[src/rtl/tracker_pkg.sv]
// ============================================================================
// Module      : tracker_pkg
// Description : Shared definitions for the envelope pulse capture block:
//               FSM state encoding and default widths for the timestamp,
//               pulse-width counter and data-sample shift register.
// Revision    : 1.0 - initial release
// ============================================================================
`default_nettype none

package tracker_pkg;

    localparam int TS_W_DEFAULT     = 32;
    localparam int WIDTH_W_DEFAULT  = 16;
    localparam int SAMPLE_W_DEFAULT = 128;

    typedef enum logic [1:0] {
        ST_IDLE  = 2'd0,
        ST_PULSE = 2'd1,
        ST_DONE  = 2'd2
    } state_t;

endpackage : tracker_pkg

`default_nettype wire

[src/rtl/envelope_edge_detect.sv]
// ============================================================================
// Module      : envelope_edge_detect
// Description : Rise/fall detector for the registered sensor envelope.
//               The history flop resets to 1 so that an envelope that is
//               already high when reset releases never reports a rise.
// Ports       : clk_96MHz  - clock
//               reset      - synchronous active-high reset
//               e_in       - registered envelope
//               rise       - e_in high, previous cycle low
//               fall       - e_in low, previous cycle high
// Revision    : 1.0 - initial release
// ============================================================================
`default_nettype none

module envelope_edge_detect (
    input  logic clk_96MHz,
    input  logic reset,
    input  logic e_in,
    output logic rise,
    output logic fall
);

    logic env_prev_q;
    logic env_prev_d;

    always_comb begin
        env_prev_d = e_in;
    end

    always_ff @(posedge clk_96MHz) begin
        if (reset) begin
            env_prev_q <= 1'b1;
        end else begin
            env_prev_q <= env_prev_d;
        end
    end

    assign rise = e_in & ~env_prev_q;
    assign fall = ~e_in & env_prev_q;

endmodule : envelope_edge_detect

`default_nettype wire

[src/rtl/envelope_pulse_capture.sv]
// ============================================================================
// Module      : envelope_pulse_capture
// Description : Captures one sensor pulse at a time: start timestamp,
//               saturating width and up to SAMPLE_W data bits (two per
//               cycle). The finished record is offered on a valid/ready
//               handshake and held stable until accepted.
// Ports       : clk_96MHz   - clock
//               reset       - synchronous active-high reset
//               e_in        - registered envelope, active high
//               d_in_0      - data sample, newer of the pair
//               d_in_1      - data sample, older of the pair
//               out_valid   - record available (state DONE)
//               out_ready   - consumer accepts record
//               start_ts    - timestamp of the rise cycle
//               pulse_width - envelope-high cycles, saturating
//               samples     - captured bits, newest in LSB
//               sample_cnt  - number of valid bits in samples
//               truncated   - more than SAMPLE_W bits were offered
//               drop_cnt    - saturating count of pulses lost while pending
// Config      : PULSE_CAPTURE_DROP_CNT_EN - builds the drop counter;
//               otherwise drop_cnt is tied to zero.
// Revision    : 1.0 - initial release
// ============================================================================
`default_nettype none

module envelope_pulse_capture
    import tracker_pkg::*;
#(
    parameter int TS_W      = TS_W_DEFAULT,
    parameter int WIDTH_W   = WIDTH_W_DEFAULT,
    parameter int SAMPLE_W  = SAMPLE_W_DEFAULT,
    parameter int MIN_WIDTH = 4
) (
    input  logic                          clk_96MHz,
    input  logic                          reset,
    input  logic                          e_in,
    input  logic                          d_in_0,
    input  logic                          d_in_1,
    output logic                          out_valid,
    input  logic                          out_ready,
    output logic [TS_W-1:0]               start_ts,
    output logic [WIDTH_W-1:0]            pulse_width,
    output logic [SAMPLE_W-1:0]           samples,
    output logic [$clog2(SAMPLE_W):0]     sample_cnt,
    output logic                          truncated,
    output logic [7:0]                    drop_cnt
);

    localparam int                  C_CNT_W     = $clog2(SAMPLE_W) + 1;
    localparam logic [C_CNT_W-1:0]  C_CNT_MAX   = C_CNT_W'(SAMPLE_W);
    localparam logic [WIDTH_W-1:0]  C_MIN_WIDTH = WIDTH_W'(MIN_WIDTH);

    logic                 w_rise;
    logic                 w_fall;

    state_t               state_q,      state_d;
    logic [TS_W-1:0]      ts_q,         ts_d;
    logic [TS_W-1:0]      start_ts_q,   start_ts_d;
    logic [WIDTH_W-1:0]   width_q,      width_d;
    logic [SAMPLE_W-1:0]  samples_q,    samples_d;
    logic [C_CNT_W-1:0]   sample_cnt_q, sample_cnt_d;
    logic                 truncated_q,  truncated_d;
    logic                 w_start;

    envelope_edge_detect u_edge (
        .clk_96MHz (clk_96MHz),
        .reset     (reset),
        .e_in      (e_in),
        .rise      (w_rise),
        .fall      (w_fall)
    );

    always_comb begin
        state_d      = state_q;
        ts_d         = ts_q + TS_W'(1);
        start_ts_d   = start_ts_q;
        width_d      = width_q;
        samples_d    = samples_q;
        sample_cnt_d = sample_cnt_q;
        truncated_d  = truncated_q;
        w_start      = 1'b0;

        case (state_q)
            ST_IDLE: begin
                // A level that stays high after an accepted record has no
                // rise, so it is never captured here.
                if (w_rise) begin
                    w_start = 1'b1;
                end
            end
            ST_PULSE: begin
                if (w_fall) begin
                    state_d = (width_q >= C_MIN_WIDTH) ? ST_DONE : ST_IDLE;
                end else if (e_in) begin
                    if (width_q != {WIDTH_W{1'b1}}) begin
                        width_d = width_q + WIDTH_W'(1);
                    end
                    if (sample_cnt_q < C_CNT_MAX) begin
                        samples_d    = {samples_q[SAMPLE_W-3:0], d_in_1, d_in_0};
                        sample_cnt_d = sample_cnt_q + C_CNT_W'(2);
                    end else begin
                        truncated_d  = 1'b1;
                    end
                end
            end
            ST_DONE: begin
                // Record registers are only rewritten once the consumer
                // has taken the current record.
                if (out_ready) begin
                    if (w_rise) begin
                        w_start = 1'b1;
                    end else begin
                        state_d = ST_IDLE;
                    end
                end
            end
            default: begin
                state_d = ST_IDLE;
            end
        endcase

        if (w_start) begin
            state_d      = ST_PULSE;
            start_ts_d   = ts_q;
            width_d      = WIDTH_W'(1);
            samples_d    = SAMPLE_W'({d_in_1, d_in_0});
            sample_cnt_d = C_CNT_W'(2);
            truncated_d  = 1'b0;
        end
    end

    always_ff @(posedge clk_96MHz) begin
        if (reset) begin
            state_q      <= ST_IDLE;
            ts_q         <= '0;
            start_ts_q   <= '0;
            width_q      <= '0;
            samples_q    <= '0;
            sample_cnt_q <= '0;
            truncated_q  <= 1'b0;
        end else begin
            state_q      <= state_d;
            ts_q         <= ts_d;
            start_ts_q   <= start_ts_d;
            width_q      <= width_d;
            samples_q    <= samples_d;
            sample_cnt_q <= sample_cnt_d;
            truncated_q  <= truncated_d;
        end
    end

    assign out_valid   = (state_q == ST_DONE);
    assign start_ts    = start_ts_q;
    assign pulse_width = width_q;
    assign samples     = samples_q;
    assign sample_cnt  = sample_cnt_q;
    assign truncated   = truncated_q;

`ifdef PULSE_CAPTURE_DROP_CNT_EN
    logic [7:0] drop_cnt_q;
    logic [7:0] drop_cnt_d;

    // A rise while a record is still waiting for the consumer is lost.
    always_comb begin
        drop_cnt_d = drop_cnt_q;
        if ((state_q == ST_DONE) && w_rise && !out_ready && (drop_cnt_q != 8'hFF)) begin
            drop_cnt_d = drop_cnt_q + 8'd1;
        end
    end

    always_ff @(posedge clk_96MHz) begin
        if (reset) begin
            drop_cnt_q <= 8'd0;
        end else begin
            drop_cnt_q <= drop_cnt_d;
        end
    end

    assign drop_cnt = drop_cnt_q;
`else
    assign drop_cnt = 8'd0;
`endif

endmodule : envelope_pulse_capture

`default_nettype wire

[config.mk]
export PLATFORM = sky130hd
export DESIGN_NAME = envelope_pulse_capture
export DESIGN_NICKNAME = d
export VERILOG_FILES = /design/src/rtl/tracker_pkg.sv /design/src/rtl/envelope_edge_detect.sv /design/src/rtl/envelope_pulse_capture.sv
export SDC_FILE = /design/constraint.sdc
export NUM_CORES = 1
export LEC_CHECK = 0
export ABC_AREA = 1
export CAP_MARGIN = 20
export CORE_UTILIZATION = 40
export CTS_CLUSTER_DIAMETER = 50
export DETAILED_ROUTE_END_ITERATION = 12
export PLACE_DENSITY = 0.71
export SLEW_MARGIN = 20
export SYNTH_ARGS = -nofsm -noshare
export SYNTH_HDL_FRONTEND = slang
export SYNTH_SLANG_ARGS = --single-unit
export TNS_END_PERCENT = 1
[constraint.sdc]
create_clock -name clk_96MHz -period 2.67 [get_ports clk_96MHz]
set_input_delay 0.6675 -clock clk_96MHz [delete_from_list [all_inputs] [get_ports clk_96MHz]]
set_output_delay 0.6675 -clock clk_96MHz [all_outputs]
set_load 0.02 [all_outputs]
# After elaboration in Yosys (flattened, before gate mapping)
# Index checks and enable logic that the tools add are counted.
# totals
output_inout_bits,194
ff_bits,220
elab_cells,72
in_bits,6
# classes
n_reduce_logical,13
mux,24
add_sub_neg,3
eq_ne,11
n_lt_le_gt_ge,2
bitwise_logic,7
# ops
operator,count
$add A32 B1 Y32 const B,1
$mux W2,14
$reduce_and A4 Y1,7
$add A16 B1 Y16 const B,1
$ge A16 B3 Y1 const B,1
$ne A16 B16 Y1 const B,1
$add A8 B2 Y8 const B,1
$lt A8 B8 Y1 const B,1
$mux W1,8
$reduce_bool A2 Y1,4
$ne A2 B2 Y1 const B,3
$pmux W2 S3,1
$not A1 Y1,5
$ne A2 B1 Y1 const B,2
$ne A3 B1 Y1 const B,1
$ne A3 B2 Y1 const B,1
$ne A3 B3 Y1 const B,1
$and A1 B1 Y1,2
$eq A2 B1 Y1 const B,1
$eq A2 B2 Y1 const B,1
$logic_not A2 Y1,1
$pmux W1 S2,1
$reduce_or A2 Y1,1

# Logic depth before layout (Yosys ltp)
# Gate-level depths: netlist (run 1).
# logic_depth
ltp_word,7
ltp_mapped,9
ltp_nobuf,9

# Modules after synthesis
# Synthesis (run 1) repeated with hierarchy kept, for this count alone.
# hier_totals
cells_unflattened,1187
hier_area_um2,8956.1
# by_module_without_submodules
module,cells_each,seq_area_each_um2,n_inst,area_each_um2
envelope_pulse_capture,1180,4364.2,1,8913.5
envelope_edge_detect,7,20.0,1,42.5

# Least setup slack after synthesis (run 1)
# Ideal clock, no wire load.
# synth_timing
path_type,register to register
start,register width_q[0] (netlist: pulse_width[0])
end,register width_q[10] (netlist: pulse_width[10])
setup_time_ns,0.066
arrival_time_ns,1.582
period_less_slack_ns,1.648
stages_incl_launch_ff,9
slack_ns,1.022
required_time_ns,2.604
n_path_buf,1
cell_sequence,dfxtp_1 > ha_1 > inv_1 > nor2_4 > nand4_4 > nand2_4 > buf_12 > nand2_1 > a21oi_2
# synth_via
elab_chain_len,2
word_cells_on_any_way,3
cone_classes,1 x add/sub; 1 x eq/ne; 1 x reduce/logical
# synth_lines
item,line_no,source
start: declaration,envelope_pulse_capture.sv:59,"logic [WIDTH_W-1:0] width_q, width_d;"
start signal: assignment,envelope_pulse_capture.sv:145,width_q <= width_d;
"parallel branches: the longest is 2 deep, another holds $add A16 B1 Y16",--,
# Parallel ways; which one is timed is not known.
# A chain may end at the register's enable or synchronous reset.

# Worst setup path in the final report (run 1)
# layout_timing
start,register state_q[1]
end,output out_valid
# layout_via
elab_chain_len,1
# layout_lines
item,line_no,source
start: declaration,envelope_pulse_capture.sv:56,"state_t state_q, state_d;"
start signal: assignment,envelope_pulse_capture.sv:142,state_q <= state_d;
$eq A2 B2 Y1,envelope_pulse_capture.sv:152,assign out_valid = (state_q == ST_DONE);
end: declaration,envelope_pulse_capture.sv:39,"output logic out_valid,"
# Every way passes these cells.

==> results of run 1 <==
-- tightest hold or removal path: stages (launching register included) --
cell and delay [ps]:
dfxtp_1 310, nand2_1 60, a21oi_1 50
-- metrics by stage --
stage	instance area [um^2]	power, W	utilization, %	hold slack [ps]
6_report	11700	0.00721	55.1	460
5_1_grt	11700	0.00747	55.1	491
4_1_cts	11700	0.00730	55.1	462
3_5_place_dp	10900	0.00370	51.0	453
3_3_place_gp	10900	0.00370	51.0	445
2_1_floorplan	8850	0.00360	-	430
-- flip-flops by register name, indices dropped and copies added, names as in the netlist --
| signal | flops |
|---|---|
| truncated | 1 |
| sample_cnt | 7 |
| u_edge.env_prev_q | 1 |
| samples | 128 |
| start_ts | 32 |
| state_q | 2 |
| ts_q | 32 |
| pulse_width | 16 |
-- kinds of logic after synthesis --
group	after synthesis	synth area share (%)
AND/OR/NAND/NOR	571	26.7
AO/OA/AOI/OAI	248	14.3
flip-flops	219	49.7
buffers and inverters	134	7.83
XOR/XNOR	8	0.795
adder cells (fa/ha/maj)	4	0.568
other	1	0.0425
-- layer usage --
metal | vias up | track usage, % | part of all wire, %
met5 | - | 0 | 0
met3 | 41 | 3.79 | 7.6
met4 | 0 | 5.61 | 2.4
li1 | 4135 | - | -
met1 | 3705 | 26.8 | 45
met2 | 254 | 32.1 | 45
-- cell type report --
type,count,share of cell area (%)
flip-flops and latches,219,37.4
multi-input cells,840,32.2
clock inverters,12,1.34
well taps,275,2.93
inverters,67,2.16
clock buffers,35,6.18
repair buffers,203,17.8
-- cells in the final DEF (no fill, tap or decap), types with 6 or more instances in the layout --
| master | count |
|---|---|
| a21oi_1 | 186 |
| buf_12 | 7 |
| buf_4 | 6 |
| clkbuf_1 | 6 |
| clkbuf_16 | 27 |
| clkdlybuf4s50_1 | 190 |
| conb_1 | 9 |
| dfxtp_1 | 219 |
| inv_1 | 62 |
| nand2_1 | 393 |
| nand3_1 | 34 |
| nand4_1 | 7 |
| nor2_1 | 99 |
| nor3_1 | 9 |
| o21ai_0 | 55 |
| xor2_1 | 8 |
-- power groups by stage --
stage,Clock (W),Sequential [W],Combinational [W]
floorplan,0,0.00342,0.000172
detailed placement,0,0.00340,0.000304
global placement,0,0.00340,0.000300
CTS,0.00367,0.00333,0.000306
global route,0.00381,0.00333,0.000330
finish,0.00358,0.00333,0.000302
-- final timing paths --
check,start,to,cells after the start
hold reg to reg,ts_q[31]$_SDFF_PP0_,ts_q[31]$_SDFF_PP0_,2
setup / recovery,state_q[1]$_SDFFE_PP0P_,out_valid,3
hold / removal,ts_q[31]$_SDFF_PP0_,ts_q[31]$_SDFF_PP0_,2
setup reg to reg,pulse_width[0]$_SDFFE_PP0P_,pulse_width[13]$_SDFFE_PP0P_,8
==> metrics.txt, run 1 <==
status=complete, no violations; Logic pwr share=4.2%; CTS Sinks=219; Final TNS setup=0 ps; routed len/inst=13.8 um; Placed Cells=1604; largest net degree at the start of global routing=65; Setup Viol. Count Final=0; Crit Path Class=reg -> out; RSZ-0062 raised after global routing=no; via count=8135; Via density=4.93; post-CTS sizing=0; Reg2Reg Setup Slack=770 ps; nets=1367; vias in the first global route=7234; PwrDens=615 nW/um^2; cell family with most CP delay=buffers and inverters; Die ar.=22600 um^2; Port Buffers=190; Starting Density=41.4%; endpoint class of the critical path=output port; Worst-Skew Late Latency=520 ps; Reg power frac=46.1%; Post-Route WL=22.9 mm; CP Max Fanout=3; Non-Filler Instances=1651; hold buffers post-CTS=0; storage element area=4380 um^2; fin crit period=2410 ps; CP peak stage delay=650 ps; Peak VDD IR=0.000407 V; share of cells above drive strength 1=6.03%; DP Worst Slack=300 ps; Worst Tran Pin Value=594 ps; footprint of the multi-input gates=3780 um^2; Syn Std Cell Area=8820 um^2; Slew headroom=60.4%; H-tree lvl count=1; Root Driver=clkbuf_16; Pleak=3.86 nW; fmax=415 MHz; synth top area cells=dfxtp_1 50%, nand2_1 17%, a21oi_1 11%; HPWL after DPL=15.7 mm; Worst-path clk slew=60 ps; register area share after synthesis=49.7%; CP max-delay cell=clkdlybuf4s50_1; syn avg cell area=7.44 um^2; worst setup margin=262 ps; CP Data Arrival Time=1740 ps; FFs w/ async S/R, synth=0%; Std-Cell Rows=53; cell count after synthesis=1185; Yosys cell types=34; GRT overflow=0; CP bufs+invs=2; Final GP Congestion=0.900; Synth top area share=49.7%; Post-synth EDFFs=0; first-pass GRT wire length=36.6 mm; Yosys top cell by area=dfxtp_1; Worst EP required=2000 ps; DR DRC count=0; Clk pwr share=49.7%; die height=150 um; prevailing post-synth register cell=dfxtp_1; Sw Ratio=22.2%; I/O Pins=200; type of origin of the critical path=flip-flop; max_cap viols=0; top post-synthesis cells by count=393 x nand2_1, 219 x dfxtp_1, 186 x a21oi_1; overall routing resource usage=19.8%; P_sw=0.00160 W; clock skew=11.1 ps; Hold WC Path Type=reg -> reg; CTS Buf Count=26; Ant. Diodes=0; yosys synthesis warning count=0; Iter 0 DRT Violations=424; Final Max Slew Viols=0; #FFs+latches synth=219; drt first pass iters=5; initial antenna violation count=0; worst-path cell chain=inv_2 > nor2_1 > clkdlybuf4s50_1; Hold Vio Cnt, Final=0; most common cell in the synthesized netlist=nand2_1; Fillers=1977; area of the core=21300 um^2; clk buf depth=3; post-route ant nets=0; CTS tree=built; Die W=150 um; Final Cycle Share=90.2%; design internal power=0.00561 W; Post-CTS Setup Bufs=0; Layout area overhead=33.1%
Power figures use the tool's default switching activity.
==> run 2: changes to the inputs <==
--- a/config.mk
+++ b/config.mk
@@ -6,6 +6,7 @@
 export NUM_CORES = 1
 export LEC_CHECK = 0
 export ABC_AREA = 1
+export ABC_CLOCK_PERIOD_IN_PS = 2670
 export CAP_MARGIN = 20
 export CORE_UTILIZATION = 40
 export CTS_CLUSTER_DIAMETER = 50
==> results of run 2 <==
No change in the layout: final DEF, timing and power equal those of run 1.
==> RTL edit (settings of run 2) <==
Encoding of `state_t`: now one-hot (3 bits for 3 states).
--- a/src/rtl/tracker_pkg.sv
+++ b/src/rtl/tracker_pkg.sv
@@ -15,6 +15,6 @@
 
-    typedef enum logic [1:0] {
-        ST_IDLE  = 2'd0,
-        ST_PULSE = 2'd1,
-        ST_DONE  = 2'd2
+    typedef enum logic [2:0] {
+        ST_IDLE  = 3'b001,
+        ST_PULSE = 3'b010,
+        ST_DONE  = 3'b100
     } state_t;
Formal check against the unedited RTL: same outputs for any inputs over 10 cycles, from zero or initial values and one cycle with reset high; not proved beyond that.
==> RTL edit against run 2 <==
- sequential cell count is 1 higher
- setup slack got worse by 100 ps
- global-route usage grew 0.088 points
- wire length grew 0.99%
- register-to-register slack got worse by 100 ps
- synthesized cell count increased by 0.42%
- non-clock buffer count rose by 2
- power is 7.8% higher
- clock power up 9.2%
- area after synthesis decreased by 0.52%
- via count is 0.36% higher
- cell area up 0.66%
==> RTL edit: results (changes against run 2) <==
Placement
  – DP HPWL: 16.1 mm (+2.2%)
  – Pre-CTS setup slack: 270 ps (-30.5 ps)
  – Routability Congestion: 0.902 (+0.27%)
  – PortBufs: 190 (unchanged)

Drt
  – Routed WL: 23.1 mm (+0.99%)
  – Vias: 8164 (+0.36%)
  – Initial DRC Count: 397 (-6.4%)

Clocking
  – CTS Buf Count: 28 (+7.7%)
  – H-tree depth: 1 (unchanged)
  – Post-CTS Setup Bufs: 0 (unchanged)

Synthesis
  – Synth area leaders: dfxtp_1 (50%), nand2_1 (17%), a21oi_1 (11%)
  – Top post-synthesis cells by count: nand2_1 (402), dfxtp_1 (220), a21oi_1 (190)
  – Post-synthesis sequential area ratio: 50.2% (+0.49 points)
  – Netlist cell types: 30 (-12%)

Final layout
  – Nets: 1375 (+0.59%)
  – N_diodes: 0 (unchanged)
  – Ratio of cells with drive above 1 in the final layout: 5.62% (-0.41 points)

GRT
  – First-pass GRT wire length: 36.5 mm (-0.32%)
  – Largest net degree at the start of global routing: 104 (+60%)
  – Vias in the first global route: 7126 (-1.5%)
  – Total Routing Usage GR: 19.9% (+0.088 points)

Power and ir drop
  – Leak pwr: 4.05 nW (+4.8%)
  – Peak VDD IR: 0.432 mV (+6.2%)

STA
  – Post-Route Skew: 13.8 ps (+2.76 ps)

Worst setup path
  – Crit-path max FO: 3 (unchanged)
  – Max incr delay on CP: 670 ps (+20 ps)

Status
  – Status: complete, no violations
-- RTL edit: cell count changes after synthesis, sizes merged, moves of 2 or more --
cell	delta
buf	-2
clkbuf	+3
o21ai	-7
o21a	+2
nand2	+4
xor2	-2
nand3b	-2
nor3	+8
xnor2	+2
-- RTL edit: where the power goes --
part	switching (mW)	internal, mW	total (mW)	leakage (nW)
Clock	1.48	2.43	3.91	0.481
Combinational	0.293	0.172	0.466	1.79
Sequential	0.0440	3.35	3.39	1.78
Total	1.82	5.95	7.77	4.05
-- RTL edit: kinds of logic (layout without fill, tap and decap cells) --
logic type / Yosys count / count (layout) / share of synthesized area [%]
buffers and inverters: 135 / 324 / 7.80
AOI/OAI and AO/OA: 242 / 242 / 13.9
adders and majority gates: 4 / 4 / 0.571
other: 1 / 9 / 0.0427
xor gates and xnor gates: 8 / 8 / 0.799
DFF: 220 / 220 / 50.2
and+or+nand+nor: 580 / 580 / 26.7
-- RTL edit: worst paths after layout --
kind | from | end | slack, ps | depth (start not counted)
hold reg to reg | ts_q[18] | ts_q[18] | 460 | 2
setup / recovery | state_q[2] | out_valid | 160 | 3
setup reg to reg | pulse_width[1] | pulse_width[15] | 670 | 8
hold / removal | ts_q[18] | ts_q[18] | 460 | 2
-- RTL edit: metrics by stage --
stage / cells / cell area, um^2
after floorplan: 1198 / 8800
after global placement: 1610 / 10800
after detailed placement: 1610 / 10800
after CTS: 1662 / 11800
after global routing: 1662 / 11800
final: 1662 / 11800
-- RTL edit: layer usage --
layer  GRT usage (%)  part of all wire (%)  up-vias
met5               0                     0        -
met3            3.70                   6.4       40
li1                -                     -     4169
met1            27.2                    45     3709
met4            5.45                   2.5        0
met2            32.2                    46      246
-- RTL edit: worst reg2reg max path: cells and delay by family (launching register included) --
| family | cells | cell delay (ps) |
|---|---|---|
| AOI/OAI and AO/OA | 1 | 60 |
| and+or+nand+nor | 5 | 1000 |
| DFF | 1 | 410 |
| buffers and inverters | 1 | 210 |
| adders and majority gates | 1 | 220 |
-- RTL edit: area by class of cell --
class / count / area (um^2)
clock buffers: 35 / 757
well taps: 275 / 344
repair buffers: 205 / 2100
inverters: 67 / 256
multi-input cells: 843 / 3720
fillers: 1978 / 9470
clock inverters: 17 / 231
flip-flops and latches: 220 / 4400
